**src/rtl/uart_pkg.sv**
```systemverilog
// Shared types and defaults for the UART receive path.
// Holds the receiver FSM state encoding and frame geometry defaults.
package uart_pkg;

  localparam int WORD_SIZE_DEF  = 8;
  localparam int OVERSAMPLE_DEF = 16;

  typedef enum logic [1:0] {
    IDLE,
    START,
    DATA,
    STOP
  } rx_state_t;

endpackage

```
**src/rtl/uart_sync2.sv**
```systemverilog
// Two-flop synchronizer for the asynchronous RX line.
// Flops reset to 1 so the line looks idle while leaving reset.
module uart_sync2 (
  input  logic Clock,
  input  logic Reset,
  input  logic D,
  output logic Q
);

  logic meta;

  always_ff @(posedge Clock or posedge Reset) begin
    if (Reset) begin
      meta <= 1'b1;
      Q    <= 1'b1;
    end else begin
      meta <= D;
      Q    <= meta;
    end
  end

endmodule

```
**src/rtl/uart_rx_controller.sv**
```systemverilog
// Oversampled UART receiver with a single holding register,
// sticky framing/overrun status and a consumer acknowledge.
module uart_rx_controller
  import uart_pkg::*;
#(
  parameter int WORD_SIZE  = WORD_SIZE_DEF,
  parameter int OVERSAMPLE = OVERSAMPLE_DEF
) (
  input  logic                 Clock,
  input  logic                 Reset,
  input  logic                 SampleTick,
  input  logic                 SerialIn,
  input  logic                 ClearFlag,
  output logic [WORD_SIZE-1:0] DataOut,
  output logic                 Flag,
  output logic                 FramingError,
  output logic                 OverrunError,
  output logic                 Busy
);

  localparam int CW = $clog2(OVERSAMPLE);
  localparam int BW = $clog2(WORD_SIZE + 1);

  localparam logic [CW-1:0] HALF_LAST = CW'(OVERSAMPLE / 2 - 1);
  localparam logic [CW-1:0] FULL_LAST = CW'(OVERSAMPLE - 1);
  localparam logic [BW-1:0] LAST_BIT  = BW'(WORD_SIZE - 1);

  rx_state_t             state, stateNext;
  logic [CW-1:0]         sampleCnt, sampleCntNext;
  logic [BW-1:0]         bitCnt, bitCntNext;
  logic [WORD_SIZE-1:0]  shiftReg, shiftNext;
  logic                  loadGood, loadBad;
  logic                  rxS;

  uart_sync2 uSync (
    .Clock (Clock),
    .Reset (Reset),
    .D     (SerialIn),
    .Q     (rxS)
  );

  always_ff @(posedge Clock or posedge Reset) begin
    if (Reset) begin
      state     <= IDLE;
      sampleCnt <= '0;
      bitCnt    <= '0;
      shiftReg  <= '0;
    end else begin
      state     <= stateNext;
      sampleCnt <= sampleCntNext;
      bitCnt    <= bitCntNext;
      shiftReg  <= shiftNext;
    end
  end

  // Everything moves only on ticks, so RxS between sample points is ignored.
  always_comb begin
    stateNext     = state;
    sampleCntNext = sampleCnt;
    bitCntNext    = bitCnt;
    shiftNext     = shiftReg;
    loadGood      = 1'b0;
    loadBad       = 1'b0;
    if (SampleTick) begin
      unique case (state)
        IDLE: begin
          if (!rxS) begin
            stateNext     = START;
            sampleCntNext = '0;
          end
        end
        START: begin
          if (sampleCnt == HALF_LAST) begin
            sampleCntNext = '0;
            bitCntNext    = '0;
            stateNext     = rxS ? IDLE : DATA;
          end else begin
            sampleCntNext = sampleCnt + CW'(1);
          end
        end
        DATA: begin
          if (sampleCnt == FULL_LAST) begin
            sampleCntNext = '0;
            shiftNext     = {rxS, shiftReg[WORD_SIZE-1:1]};
            bitCntNext    = bitCnt + BW'(1);
            if (bitCnt == LAST_BIT) begin
              stateNext = STOP;
            end
          end else begin
            sampleCntNext = sampleCnt + CW'(1);
          end
        end
        STOP: begin
          if (sampleCnt == FULL_LAST) begin
            sampleCntNext = '0;
            stateNext     = IDLE;
            loadGood      = rxS;
            loadBad       = !rxS;
          end else begin
            sampleCntNext = sampleCnt + CW'(1);
          end
        end
        default: stateNext = IDLE;
      endcase
    end
  end

  // A load beats a simultaneous acknowledge; the acknowledge
  // then only suppresses the overrun it would have caused.
  always_ff @(posedge Clock or posedge Reset) begin
    if (Reset) begin
      DataOut      <= '0;
      Flag         <= 1'b0;
      FramingError <= 1'b0;
      OverrunError <= 1'b0;
    end else if (loadGood) begin
      DataOut      <= shiftReg;
      Flag         <= 1'b1;
      FramingError <= 1'b0;
      OverrunError <= Flag & ~ClearFlag;
    end else begin
      if (ClearFlag) begin
        Flag         <= 1'b0;
        OverrunError <= 1'b0;
      end
      if (loadBad) begin
        FramingError <= 1'b1;
      end
    end
  end

  assign Busy = (state != IDLE);

endmodule

```
**config.mk**
```make
export PLATFORM = sky130hd
export DESIGN_NAME = uart_rx_controller
export DESIGN_NICKNAME = d
export VERILOG_FILES = /design/src/rtl/uart_pkg.sv /design/src/rtl/uart_sync2.sv /design/src/rtl/uart_rx_controller.sv
export SDC_FILE = /design/constraint.sdc
export NUM_CORES = 1
export LEC_CHECK = 0
export CAP_MARGIN = 25
export CORE_MARGIN = 2
export CORE_UTILIZATION = 48
export CTS_CLUSTER_DIAMETER = 150
export CTS_CLUSTER_SIZE = 40
export DETAILED_ROUTE_END_ITERATION = 10
export PLACE_DENSITY = 0.74
export SETUP_SLACK_MARGIN = 0.3
export SLEW_MARGIN = 20
export SYNTH_ARGS = -nofsm -noshare
export SYNTH_HDL_FRONTEND = slang
export SYNTH_SLANG_ARGS = --single-unit
```
**constraint.sdc**
```tcl
create_clock -name Clock -period 1.6 [get_ports Clock]
set_input_delay 0.32 -clock Clock [delete_from_list [all_inputs] [get_ports Clock]]
set_output_delay 0.32 -clock Clock [all_outputs]
set_load 0.05 [all_outputs]
```
==> metrics.md, run 1 <==
| Metric | Value |
|---|---|
| Final period utilization | a little over nine tenths |
| Sink Count | 31 |
| Seq/Total Area, Yosys | between 50 and 60% |
| Synth top area cells | dfrtp_1 53%, mux2_4 8.7%, mux2_2 7.4% |
| Endpoint class of the critical path | flip-flop |
| Vias | just over 1,000 |
| Syn avg cell area | about 13 um2 |
| Slew Limit Fails | 0 |
| HP Class | in -> async |
| First-pass GRT wire length | a little over 5000 um |
| Share of layout cells above drive strength 1 | 55.7% |
| Peak Freq | approximately 0.63 GHz |
| Worst-path fanout max | 5 |
| Wirelength, routed | 3200 um |
| Initial antenna violation count | 0 |
| Avg WL per Cell | between 15 and 20 um |
| Asr flop ratio synth | 100% |
| Pre-CTS worst setup slack | -299 ps |
| CP Class | reg -> reg |
| Syn Inst Count | 108 |
| First DRT Iteration DRCs | 25 |
| Slowest stage cell, crit path | dfstp_2 |
| Max_slew headroom | between 60% and 70% |
| Antenna diode count | 0 |
| Vias in the first global route | ~1,100 |
| Crit-path cells | inv_2 -> or3_4 -> buf_6 -> mux2_4 |
| Synthesized Nets | ~120 |
| GRT Total Usage | 20.8% |
| CP top delay family | flip-flops |
| Main synth FF type | dfrtp_1 |
| WP data required | approximately 1800 ps |
| CTS max path bufs | 2 |
| Register bit total from synthesis | 31 |
| Remaining antenna violation count | 0 |
| Number of vias per cell | between 5 and 6 |
| Measured slew at the worst slew-check pin | about 550 ps |
| Placed cell count | 168 |
| Core area | roughly 2700 um2 |
| Number of synthesized flops with an enable pin | 0 |
| Cell Rows | 19 |
| Mapped Area | 1380 um2 |
| Layout net count | between 150 and 200 |
| Root buf cell | clkbuf_4 |
| Worst path arrival time | around 1800 ps |
| Clk_skew | just under 7 ps |
| RSZ-0062 raised after global routing | true |
| Gr ovfl total | 0 |
| Peak supply drop | between 1000 and 1500 uV |
| Critical Path Start Type | flip-flop |
| MaxCap Viol Count | 0 |
| Boundary pin count | 17 |
| Status | finished clean |
| Die width | roughly 58 um |
| Count of different cell masters after synthesis | 29 |
| Setup TNS Final | 0 ps |
| Leak | 1.00 nW |
| Post-Route Utilization | 72.7% |
| H-tree levels | 2 |
| Cts bufs inserted | 5 |
| Clk_lat worst skew | ~330 ps |
| Area Growth Syn to Fin | 44.1% |
| Placer Congestion | just under 0.8 |
| YS warnings | 0 |
| Levels on crit path | 4 |
| Port bufs | 16 |
| Pwr dens | roughly 1200 nW/um2 |
| Min cycle time layout | ~1600 ps |
| Non-filler instance count after layout | 189 |
| Remaining DRCs | 0 |
| CTS tree | built |
| Clock-pin slew on the worst setup and hold paths | between 100 and 150 ps |
| Die Y-Extent | roughly 58 um |
| Synth top area share | 52.6% |
| Crit path largest cell delay | 570 ps |
| Largest net degree at the start of global routing | 18 |
| DIE AREA | around 3300 um2 |
| Final setup viols | 0 |
| Dominant cell type by area after synthesis | dfrtp_1 |
| FF-to-FF path depth | 4 |
| Setup WS post-layout | between 20 and 25 ps |
| DP Wirelength | ~1800 um |
| Drt first pass iters | 4 |
| WP buf/inv | 2 |
| Starting Density | about half |
| Fin. Hold Viols | 0 |
==> registers in the layout, indices dropped and copies added, names as in the netlist, named ones only <==
signal and cells:
DataOut 8, Flag 1, FramingError 1, OverrunError 1, bitCnt 4, sampleCnt 4
shiftReg 8, state 1, uSync.Q 1, uSync.meta 1
==> power breakdown <==
part | leakage (nW) | switching [mW] | internal (mW) | total [mW]
clock | 0.0482 | 0.281 | 0.369 | 0.651
combinational | 0.540 | 0.403 | 0.454 | 0.857
sequential | 0.415 | 0.0811 | 0.863 | 0.944
total | 1.00 | 0.765 | 1.69 | 2.45
==> logic make-up (layout without fill, tap and decap cells) <==
kind of cell / after synthesis / after routing / synth area share (%)
AND/OR/NAND/NOR: 30 / 30 / 13.2
XOR/XNOR: 2 / 2 / 1.27
multiplexers: 19 / 19 / 17.5
buffers and inverters: 9 / 59 / 3.45
flip-flops: 31 / 31 / 56.4
adder cells (fa/ha/maj): 2 / 2 / 1.81
AO/OA/AOI/OAI: 15 / 15 / 6.26
==> path summary, 6_finish.rpt <==
check	startpoint	to	slack (ps)
worst max-delay path	uSync.Q	DataOut[2]	20
worst min-delay path	Reset	sampleCnt[3]	320
worst max register to register	uSync.Q	DataOut[2]	20
worst min register to register	uSync.meta	uSync.Q	370
max in group asynchronous	Reset	uSync.Q	1040
min in group Clock	uSync.meta	uSync.Q	370
==> metal layers <==
metal  vias up  GRT usage, %  routed length, um
met3         4          7.03                124
met4         0          3.99                 34
met1       526          27.6               1370
li1        479             -                  -
met2        28          33.8               1680
met5         -             0                  0
==> through the flow <==
| step | area [um2] | total power [mW] | hold slack, ps |
|---|---|---|---|
| finish | 1990 | 2.45 | 315 |
| floorplan | 1430 | 1.33 | 324 |
| global route | 1990 | 2.56 | 340 |
| global placement | 1720 | 1.53 | 346 |
| detailed placement | 1720 | 1.56 | 348 |
| CTS | 1900 | 2.31 | 320 |
==> repair_timing <==
item,4_1_cts,5_1_grt
pin swaps,2,7
hold buffers,0,0
endpoints found under the setup margin,29,30
gates resized for setup,18,10
buffers inserted,5,7
cloned,1,0
==> worst register-to-register path, cell delays in order, from the launching register on <==
cell     delay, ps
dfstp_2        570
inv_2           60
or3_4          400
buf_6          150
mux2_4         290
==> cell usage after synthesis, types with 2 or more instances <==
cell type,count
and2_1,2
buf_2,2
dfrtp_1,29
dfstp_2,2
ha_1,2
inv_1,5
mux2_2,9
mux2_4,8
mux2i_1,2
nand2_1,7
nand3_1,6
nand4_1,2
nor2_1,4
o21ai_0,11
o31ai_1,2
or3_1,2
==> cell usage in the layout (no fill, tap or decap), types with 2 or more instances in the layout <==
cell	n
mux2_2	3
dfstp_2	2
clkdlybuf4s50_1	3
o21ai_0	7
nor2_1	3
buf_4	33
nand3_4	2
nand2_1	5
nand3_1	4
o21ai_2	4
inv_1	3
nand2_2	2
nand4_1	2
clkbuf_4	5
buf_12	2
inv_2	2
dfrtp_1	27
mux2_4	14
dfrtp_2	2
o31ai_1	2
buf_6	7
mux2i_1	2
and2_1	2
==> final cells by class <==
class	count	area [um2]
Clock buffer	6	51.3
Clock inverter	2	35.0
Fill cell	174	747
Inverter	5	18.8
Multi-Input combinational cell	68	657
Sequential cell	31	781
Tap cell	31	38.8
Timing Repair Buffer	46	405
Power figures use the tool's default switching activity.
==> inputs of run 2 (changes only) <==
- CTS_CLUSTER_DIAMETER: 150 -> 60
==> results of run 2 <==
The final DEF is identical to that of run 1; final timing and power are the same.
